File: config.mk
export PLATFORM = sky130hd
export DESIGN_NAME = branch_predict_unit_flat
export DESIGN_NICKNAME = d
export VERILOG_FILES = /design/src/rtl/branch_predict_unit_if.sv /design/src/rtl/branch_predict_unit.sv /design/src/flat_wrapper.sv
export SDC_FILE = /design/constraint.sdc
export NUM_CORES = 1
export LEC_CHECK = 0
export ABC_CLOCK_PERIOD_IN_PS = 11400
export CORE_MARGIN = 2
export CORE_UTILIZATION = 45
export CTS_BUF_LIST = sky130_fd_sc_hd__clkbuf_4 sky130_fd_sc_hd__clkbuf_8
export CTS_CLUSTER_SIZE = 24
export DETAILED_ROUTE_END_ITERATION = 12
export PLACE_DENSITY = 0.78
export SLEW_MARGIN = 30
export SYNTH_ARGS = -nofsm -noshare
export SYNTH_HDL_FRONTEND = slang
export SYNTH_SLANG_ARGS = --single-unit
export TNS_END_PERCENT = 30
File: constraint.sdc
create_clock -name clk -period 11.4 [get_ports clk]
set_input_delay 1.14 -clock clk [delete_from_list [all_inputs] [get_ports clk]]
set_output_delay 1.14 -clock clk [all_outputs]
set_load 0.01 [all_outputs]
File: src/rtl/branch_predict_unit_if.sv
// Fetch lookup and execute resolution signals of the branch predict unit.
// slave = predictor side, master = pipeline side.
interface branch_predict_unit_if #(
    parameter int PC_W = 9
);
    logic [PC_W-1:0] F_PC;
    logic            Pred_Taken;
    logic [31:0]     Pred_Target;
    logic            Ex_Valid;
    logic [PC_W-1:0] Cur_PC;
    logic [31:0]     Imm;
    logic            Branch;
    logic            JaltoReg;
    logic            JalrSel;
    logic            Halt;
    logic [31:0]     AluResult;
    logic            Ex_PredTaken;
    logic [31:0]     Ex_PredTarget;
    logic [31:0]     PC_Imm;
    logic [31:0]     PC_Four;
    logic [31:0]     BrPC;
    logic            PcSel;
    logic            Mispredict;
    logic [15:0]     Mispredict_Cnt;

    modport slave (
        input  F_PC, Ex_Valid, Cur_PC, Imm, Branch, JaltoReg, JalrSel, Halt,
               AluResult, Ex_PredTaken, Ex_PredTarget,
        output Pred_Taken, Pred_Target, PC_Imm, PC_Four, BrPC, PcSel,
               Mispredict, Mispredict_Cnt
    );

    modport master (
        output F_PC, Ex_Valid, Cur_PC, Imm, Branch, JaltoReg, JalrSel, Halt,
               AluResult, Ex_PredTaken, Ex_PredTarget,
        input  Pred_Taken, Pred_Target, PC_Imm, PC_Four, BrPC, PcSel,
               Mispredict, Mispredict_Cnt
    );
endinterface

File: src/rtl/branch_predict_unit.sv
// Direct-mapped BTB with 2-bit direction counters: same-cycle fetch prediction,
// execute-stage resolution that redirects only on mispredict or halt.
module branch_predict_unit #(
    parameter int         PC_W     = 9,
    parameter int         IDX_W    = 4,
    parameter logic [1:0] CNT_INIT = 2'b01
) (
    input logic                  clk,
    input logic                  reset,
    branch_predict_unit_if.slave bus
);
    localparam int TAG_W = PC_W - IDX_W - 2;
    localparam int DEPTH = 2 ** IDX_W;

    logic              r_valid  [DEPTH];
    logic [TAG_W-1:0]  r_tag    [DEPTH];
    logic [PC_W-1:0]   r_target [DEPTH];
    logic [1:0]        r_cnt    [DEPTH];
    logic [15:0]       r_mcnt;

    logic [IDX_W-1:0]  w_f_idx;
    logic [TAG_W-1:0]  w_f_tag;
    logic              w_f_hit;
    logic              w_pred_taken;
    logic [IDX_W-1:0]  w_e_idx;
    logic [TAG_W-1:0]  w_e_tag;
    logic              w_e_hit;
    logic [31:0]       w_pc_full;
    logic [31:0]       w_pc_imm;
    logic [31:0]       w_pc_four;
    logic              w_act_taken;
    logic              w_mispredict;
    logic              w_update;
    logic [1:0]        w_cnt_inc;
    logic [1:0]        w_cnt_dec;

    always_comb begin
        w_f_idx      = bus.F_PC[IDX_W+1:2];
        w_f_tag      = bus.F_PC[PC_W-1:IDX_W+2];
        w_f_hit      = r_valid[w_f_idx] && (r_tag[w_f_idx] == w_f_tag);
        w_pred_taken = !reset && w_f_hit && r_cnt[w_f_idx][1];

        bus.Pred_Taken  = w_pred_taken;
        bus.Pred_Target = w_pred_taken ? {{(32-PC_W){1'b0}}, r_target[w_f_idx]}
                                       : {{(32-PC_W){1'b0}}, bus.F_PC} + 32'd4;
    end

    always_comb begin
        w_pc_full   = {{(32-PC_W){1'b0}}, bus.Cur_PC};
        w_pc_four   = w_pc_full + 32'd4;
        w_pc_imm    = bus.JalrSel ? bus.AluResult : w_pc_full + bus.Imm;
        w_act_taken = bus.JaltoReg || (bus.Branch && bus.AluResult[0]);
        // Only the low PC_W target bits are architecturally meaningful.
        w_mispredict = bus.Ex_Valid && !bus.Halt &&
                       ((w_act_taken != bus.Ex_PredTaken) ||
                        (w_act_taken && (bus.Ex_PredTarget[PC_W-1:0] != w_pc_imm[PC_W-1:0])));

        if (bus.Ex_Valid && bus.Halt) begin
            bus.BrPC = w_pc_full;
        end else if (w_mispredict) begin
            bus.BrPC = w_act_taken ? w_pc_imm : w_pc_four;
        end else begin
            bus.BrPC = '0;
        end

        bus.PC_Imm         = w_pc_imm;
        bus.PC_Four        = w_pc_four;
        bus.PcSel          = bus.Ex_Valid && (bus.Halt || w_mispredict);
        bus.Mispredict     = w_mispredict;
        bus.Mispredict_Cnt = r_mcnt;
    end

    always_comb begin
        w_e_idx   = bus.Cur_PC[IDX_W+1:2];
        w_e_tag   = bus.Cur_PC[PC_W-1:IDX_W+2];
        w_e_hit   = r_valid[w_e_idx] && (r_tag[w_e_idx] == w_e_tag);
        w_update  = bus.Ex_Valid && !bus.Halt && (bus.Branch || bus.JaltoReg);
        w_cnt_inc = (r_cnt[w_e_idx] == 2'b11) ? 2'b11 : r_cnt[w_e_idx] + 2'd1;
        w_cnt_dec = (r_cnt[w_e_idx] == 2'b00) ? 2'b00 : r_cnt[w_e_idx] - 2'd1;
    end

    always_ff @(posedge clk or posedge reset) begin
        if (reset) begin
            for (int unsigned i = 0; i < DEPTH; i++) begin
                r_valid[i]  <= 1'b0;
                r_tag[i]    <= '0;
                r_target[i] <= '0;
                r_cnt[i]    <= CNT_INIT;
            end
        end else if (w_update) begin
            if (w_e_hit) begin
                if (w_act_taken) begin
                    r_cnt[w_e_idx]    <= bus.JaltoReg ? 2'b11 : w_cnt_inc;
                    r_target[w_e_idx] <= w_pc_imm[PC_W-1:0];
                end else begin
                    r_cnt[w_e_idx] <= w_cnt_dec;
                end
            end else if (w_act_taken) begin
                r_valid[w_e_idx]  <= 1'b1;
                r_tag[w_e_idx]    <= w_e_tag;
                r_target[w_e_idx] <= w_pc_imm[PC_W-1:0];
                r_cnt[w_e_idx]    <= bus.JaltoReg ? 2'b11 : 2'b10;
            end
        end
    end

    always_ff @(posedge clk or posedge reset) begin
        if (reset) begin
            r_mcnt <= '0;
        end else if (w_mispredict && (r_mcnt != 16'hFFFF)) begin
            r_mcnt <= r_mcnt + 16'd1;
        end
    end
endmodule

File: src/flat_wrapper.sv
// flat-port wrapper written by rule: the top's interface ports become plain ports
module branch_predict_unit_flat 
#(
    parameter int         PC_W     = 9,
    parameter int         IDX_W    = 4,
    parameter logic [1:0] CNT_INIT = 2'b01
)
  (clk, reset, bus_F_PC, bus_Ex_Valid, bus_Cur_PC, bus_Imm, bus_Branch, bus_JaltoReg, bus_JalrSel, bus_Halt, bus_AluResult, bus_Ex_PredTaken, bus_Ex_PredTarget, bus_Pred_Taken, bus_Pred_Target, bus_PC_Imm, bus_PC_Four, bus_BrPC, bus_PcSel, bus_Mispredict, bus_Mispredict_Cnt);
  branch_predict_unit_if #(.PC_W(PC_W)) bus_i ();
  input logic clk;
  input logic reset;
  input wire logic [$bits(bus_i.F_PC)-1:0] bus_F_PC;
  input wire logic [$bits(bus_i.Ex_Valid)-1:0] bus_Ex_Valid;
  input wire logic [$bits(bus_i.Cur_PC)-1:0] bus_Cur_PC;
  input wire logic [$bits(bus_i.Imm)-1:0] bus_Imm;
  input wire logic [$bits(bus_i.Branch)-1:0] bus_Branch;
  input wire logic [$bits(bus_i.JaltoReg)-1:0] bus_JaltoReg;
  input wire logic [$bits(bus_i.JalrSel)-1:0] bus_JalrSel;
  input wire logic [$bits(bus_i.Halt)-1:0] bus_Halt;
  input wire logic [$bits(bus_i.AluResult)-1:0] bus_AluResult;
  input wire logic [$bits(bus_i.Ex_PredTaken)-1:0] bus_Ex_PredTaken;
  input wire logic [$bits(bus_i.Ex_PredTarget)-1:0] bus_Ex_PredTarget;
  output wire logic [$bits(bus_i.Pred_Taken)-1:0] bus_Pred_Taken;
  output wire logic [$bits(bus_i.Pred_Target)-1:0] bus_Pred_Target;
  output wire logic [$bits(bus_i.PC_Imm)-1:0] bus_PC_Imm;
  output wire logic [$bits(bus_i.PC_Four)-1:0] bus_PC_Four;
  output wire logic [$bits(bus_i.BrPC)-1:0] bus_BrPC;
  output wire logic [$bits(bus_i.PcSel)-1:0] bus_PcSel;
  output wire logic [$bits(bus_i.Mispredict)-1:0] bus_Mispredict;
  output wire logic [$bits(bus_i.Mispredict_Cnt)-1:0] bus_Mispredict_Cnt;
  assign bus_i.F_PC = bus_F_PC;
  assign bus_i.Ex_Valid = bus_Ex_Valid;
  assign bus_i.Cur_PC = bus_Cur_PC;
  assign bus_i.Imm = bus_Imm;
  assign bus_i.Branch = bus_Branch;
  assign bus_i.JaltoReg = bus_JaltoReg;
  assign bus_i.JalrSel = bus_JalrSel;
  assign bus_i.Halt = bus_Halt;
  assign bus_i.AluResult = bus_AluResult;
  assign bus_i.Ex_PredTaken = bus_Ex_PredTaken;
  assign bus_i.Ex_PredTarget = bus_Ex_PredTarget;
  assign bus_Pred_Taken = bus_i.Pred_Taken;
  assign bus_Pred_Target = bus_i.Pred_Target;
  assign bus_PC_Imm = bus_i.PC_Imm;
  assign bus_PC_Four = bus_i.PC_Four;
  assign bus_BrPC = bus_i.BrPC;
  assign bus_PcSel = bus_i.PcSel;
  assign bus_Mispredict = bus_i.Mispredict;
  assign bus_Mispredict_Cnt = bus_i.Mispredict_Cnt;
  branch_predict_unit #(.PC_W(PC_W), .IDX_W(IDX_W), .CNT_INIT(CNT_INIT)) u_core (.clk(clk), .reset(reset), .bus(bus_i));
endmodule
* Yosys cells after proc, flatten, opt, wreduce, memory -nomap -nowiden
Index checks and enable logic that the tools add are counted.
** Storage, ports and cells
- Flip-flop bits (word level) :: 256
- Output and inout port bits :: 147
- Word-level logic and storage cells :: 154
** Operators by class
- Add/sub/neg operators :: 6
- $lt $le $gt $ge :: 3
- Eq/ne operators :: 6
- Muxes and demuxes :: 46
- Bitwise gates (word level) :: 4
- Reductions and logical operators :: 24
** Operators with widths (count)
- two-way mux 32 bit :: 8
- bitwise mux 144 bit :: 1
- bitwise mux 32 bit :: 3
- bitwise mux 48 bit :: 1
- binary-select mux 9 bit (select 4 bit) :: 1
- demux 9 bit (select 4 bit) :: 1
- adder 9 x 32 -> 32 bit :: 1
- two-way mux 9 bit :: 3
- binary-select mux 3 bit (select 4 bit) :: 2
- adder 9 x 3 -> 10 bit (second input constant) :: 2
- adder 16 x 1 -> 16 bit (second input constant) :: 1
- binary-select mux 2 bit (select 4 bit) :: 2
- two-way mux 2 bit :: 8
- inequality test 16 bit (second input constant) :: 1
- OR 16 bit :: 1
- two-way mux 3 bit :: 5
- logical AND 1 bit :: 13
- demux 3 bit (select 4 bit) :: 1
- >= comparator 5 bit (second input constant) :: 2
- inverter 4 -> 5 bit :: 2
- inequality test 9 bit :: 1
- binary-select mux 1 bit (select 4 bit) :: 2
- demux 2 bit (select 4 bit) :: 1
- equality test 3 bit :: 2
- other kinds (14) :: 24

* Longest topological paths before layout
- Depth in word-level cells :: 10
- Depth in mapped cells :: 13
- Mapped depth without buffers :: 10

* Least setup slack after synthesis
No wires, ideal clock.
- Kind :: input -> output
- Start point :: in reset
- End point :: out bus_Pred_Target[1]
- Arrival time :: 8.098 ns
- Setup slack :: 2.162 ns
- Stages on the path :: 4
- Buffers on the path :: 1
- Path through :: inv_1 and4_1 clkbuf_1 mux2_2
** Between the ends
- Longest elaborated chain between the ends :: 4
** RTL lines
- from (decl) :: RTL line flat_wrapper.sv:11 : input logic reset;
- logical NOT 1 bit :: RTL line branch_predict_unit.sv:41 : w_pred_taken = !reset && w_f_hit && r_cnt[w_f_idx][1];
- logical AND 1 bit (2 in a row) :: RTL line branch_predict_unit.sv:41
- net bus_Pred_Taken :: RTL line flat_wrapper.sv:23 : output wire logic [$bits(bus_i.Pred_Taken)-1:0] bus_Pred_Taken;
- two-way mux 32 bit :: RTL line branch_predict_unit.sv:44 : bus.Pred_Target = w_pred_taken ? {{(32-PC_W){1'b0}}, r_target[w_f_idx]}
- to (decl) :: RTL line flat_wrapper.sv:24 : output wire logic [$bits(bus_i.Pred_Target)-1:0] bus_Pred_Target;
The timed path passes the listed nets, and every way through them passes these cells.

* Worst setup path after layout
- Start point :: in bus_Cur_PC[0]
- End point :: out bus_BrPC[0]
** Between the ends
- Longest elaborated chain between the ends :: 8
** RTL lines
- from (decl) :: RTL line flat_wrapper.sv:14 : input wire logic [$bits(bus_i.Cur_PC)-1:0] bus_Cur_PC;
- adder 9 x 32 -> 32 bit :: RTL line branch_predict_unit.sv:51 : w_pc_imm = bus.JalrSel ? bus.AluResult : w_pc_full + bus.Imm;
- two-way mux 32 bit :: RTL line branch_predict_unit.sv:51
- inequality test 9 bit :: RTL line branch_predict_unit.sv:56 : (w_act_taken && (bus.Ex_PredTarget[PC_W-1:0] != w_pc_imm[PC_W-1:0])));
- logical AND 1 bit :: RTL line branch_predict_unit.sv:56
- logical OR 1 bit :: RTL line branch_predict_unit.sv:55 : ((w_act_taken != bus.Ex_PredTaken) ||
- logical AND 1 bit :: RTL line branch_predict_unit.sv:54 : w_mispredict = bus.Ex_Valid && !bus.Halt &&
- two-way mux 32 bit :: RTL line branch_predict_unit.sv:60 : end else if (w_mispredict) begin
- two-way mux 32 bit (*) :: RTL line branch_predict_unit.sv:58 : if (bus.Ex_Valid && bus.Halt) begin
- to (decl) :: RTL line flat_wrapper.sv:27 : output wire logic [$bits(bus_i.BrPC)-1:0] bus_BrPC;
Every way passes the cells marked *; elsewhere a longest branch is shown, timed or not.

==> out/qor.txt <==
run status -> finished, final reports clean
synth warn -> 0
RSZ-0062 raised after global routing -> no
design area -> 0.0178 mm²
leading cell type in the layout, fill and taps excluded -> dfrtp_1
post-layout util -> 0.551
Post-Place Cell Area -> 0.0168 mm²
largest family of logic cells by synthesized area -> multiplexers
FP Rows -> 66
Setup Fix Bufs, Post-CTS -> 0
Pleak -> 7.68 nW
Routed met2 length -> 20000 µm
Metal-1 WL -> 17100 µm
DR WL met3 -> 3350 µm
worst-skew pair later-pin latency -> 0.55 ns
H-tree depth -> 2
gr ovfl total -> 0
TritonRoute pass-1 iters -> 5
pre-CTS WS -> 4.36 ns
clock tree buffer depth -> 3
Post-CTS Hold Buffers -> 0
Post-synth EDFFs -> 0
Mapped Cells -> 1400
Synth Register Bits -> 256
Routability Congestion -> 0.925
Post-Synthesis Cell Area -> 0.0147 mm²
vias in the first global route -> 11835
layout cells sized above 1 -> 0.170
final hold vios -> 0
Total Wirelength -> 41800 µm
wire per inst -> 20.4 µm
kind of critical path -> in -> out
Final WS setup -> 4.30 ns
Final ANT Viol Nets -> 0
max-cap violations -> 0
fin nets -> 1711
DPL Wire Length -> 29100 µm
Placed Cells -> 1970
f_max -> 0.141 GHz
die area -> 0.0341 mm²
fin cells -> 2046
I/O Buffers -> 201
Hold/Removal Path Class -> reg -> reg
endpoints failing setup -> 0
WP data arrival -> 5.96 ns
slew margin rel. -> 0.378
mux cell area share after synthesis -> 0.197
largest net degree at the start of global routing -> 99
Max FO, Critical Path -> 24
Synth Area in Compound Gates -> 0.113
fin crit share -> 0.623
Die Width -> 185 µm
clock transition at the registers of the reported paths -> 0.06 ns
fin. max-slew vios -> 0
Synth Area in Adders -> 0.0148
Yosys cell types -> 64
clock sink total -> 256
vias -> 11652
DR DRC count -> 0
Die Span Y -> 185 µm
dominant register cell in the synthesized netlist -> dfrtp_1
Slew @ Worst Pin -> 0.927 ns
xor/xnor share of the synthesized area -> 0.0395
ys async rst share -> 1.00
CTS tree -> done
Worst Clk Skew -> 0.0142 ns
sequential element share of the synthesized area -> 0.438
Crit. End Element -> output port
Initial Utilization -> 0.455
CTS resizes -> 0
commonest non-fill, non-tap cells in the layout -> dfrtp_1 (240), nand2_1 (220), clkdlybuf4s50_1 (197)
Num CTS Buffers -> 43
simple-gate share of the synthesized area -> 0.137
IO Count -> 269
first-pass GRT wire length -> 65900 µm
highest routed metal layer -> met4
starting DRC count in detailed routing -> 1044
Required @ worst endpoint -> 10.26 ns
Core ar. -> 0.0323 mm²
fin crit period -> 7.10 ns
GRT Util Overall -> 0.251
CP startpoint kind -> input port
DR vias/cell -> 5.70
setup TNS -> 0 ns
cell area power density -> 151 mW/mm²
clock root buffer -> clkbuf_8
initial antenna violation count -> 2
Synth Area per Inst -> 10.5 µm²
area delta synth->final -> 21.1%
Max IR drop VDD -> 113 µV
cell families (layout without fill, tap and decap cells):
family          Yosys count  count (layout)
simple gates            433             433
other cells               1              45
compound gates          287             287
mux                     170             170
buf+inv                 173             333
flops                   256             256
xor+xnor                 63              63
fa+ha+maj                17              17
per-stage QoR:
| step | total power, W | hold WS (ns) |
|---|---|---|
| floorplan | 0.00157 | 0.437 |
| finish | 0.00269 | 0.464 |
| CTS | 0.00269 | 0.462 |
| detailed placement | 0.00181 | 0.449 |
| global placement | 0.00177 | 0.453 |
| global route | 0.00282 | 0.476 |
flip-flops by register name, summed over array words and instances, names as in the netlist:
register / flops
u_core.r_tag: 48
u_core.bus.Mispredict_Cnt: 16
u_core.r_cnt: 32
u_core.r_target: 144
u_core.r_valid: 16
final cells by class:
cell class | instances | area, µm²
Fill cell | 2767 | 14500
Inverter | 30 | 120
Timing Repair Buffer | 228 | 2210
Tap cell | 442 | 553
Clock buffer | 71 | 896
Multi-Input combinational cell | 1014 | 7530
Clock inverter | 4 | 45.0
Antenna cell | 1 | 2.50
Sequential cell | 256 | 6430
path summary, 6_finish.rpt:
check,start,endpoint,slack [ns],cells past startpoint
max,bus_Cur_PC[0],bus_BrPC[0],4.30,12
min,u_core.r_cnt[0],u_core.r_cnt[0],0.46,2
max reg2reg,u_core.r_tag[42],u_core.r_cnt[19],7.86,8
min reg2reg,u_core.r_cnt[0],u_core.r_cnt[0],0.46,2
max in group asynchronous,reset,u_core.r_target[128],9.10,3
min in group asynchronous,reset,u_core.r_target[10],1.11,2
power breakdown:
part / total, W / internal, W / leakage [nW] / switching (W)
registers: 0.00119 / 0.00108 / 3.30 / 0.000109
clock network: 0.000885 / 0.000516 / 0.503 / 0.000370
logic: 0.000614 / 0.000314 / 3.88 / 0.000300
total: 0.00269 / 0.00191 / 7.68 / 0.000779
critical path, cell delays in order:
cell             delay, ns
clkdlybuf4s50_1       0.49
ha_1                  0.29
fa_1                  0.44
a211oi_1              0.31
nor3_1                0.11
o21a_1                0.23
or3b_2                0.48
and3_1                0.20
o221a_2               0.41
or3_1                 0.75
o21ai_0               0.48
clkdlybuf4s50_1       0.61
metal layers:
layer  up-vias  GRT usage
li1       5257          -
met1      5765      0.334
met2       522      0.411
met3       108     0.0514
met4         0     0.0829
met5         -          0
Yosys cell counts, types with 19 or more instances:
master / number / area (µm²)
dfrtp_1: 240 / 6010
nand2_1: 220 / 826
o21ai_0: 196 / 981
mux4_2: 76 / 1710
clkbuf_1: 73 / 274
mux2_2: 53 / 597
buf_4: 49 / 368
nor2_1: 49 / 184
nand3_1: 40 / 200
xor2_1: 35 / 307
a21oi_1: 34 / 170
inv_1: 28 / 105
xnor2_1: 26 / 228
nor2b_1: 23 / 144
nand2b_1: 22 / 138
nand4_1: 21 / 131
mux2_1: 19 / 214
No activity file was read; power rests on OpenSTA's default activity.
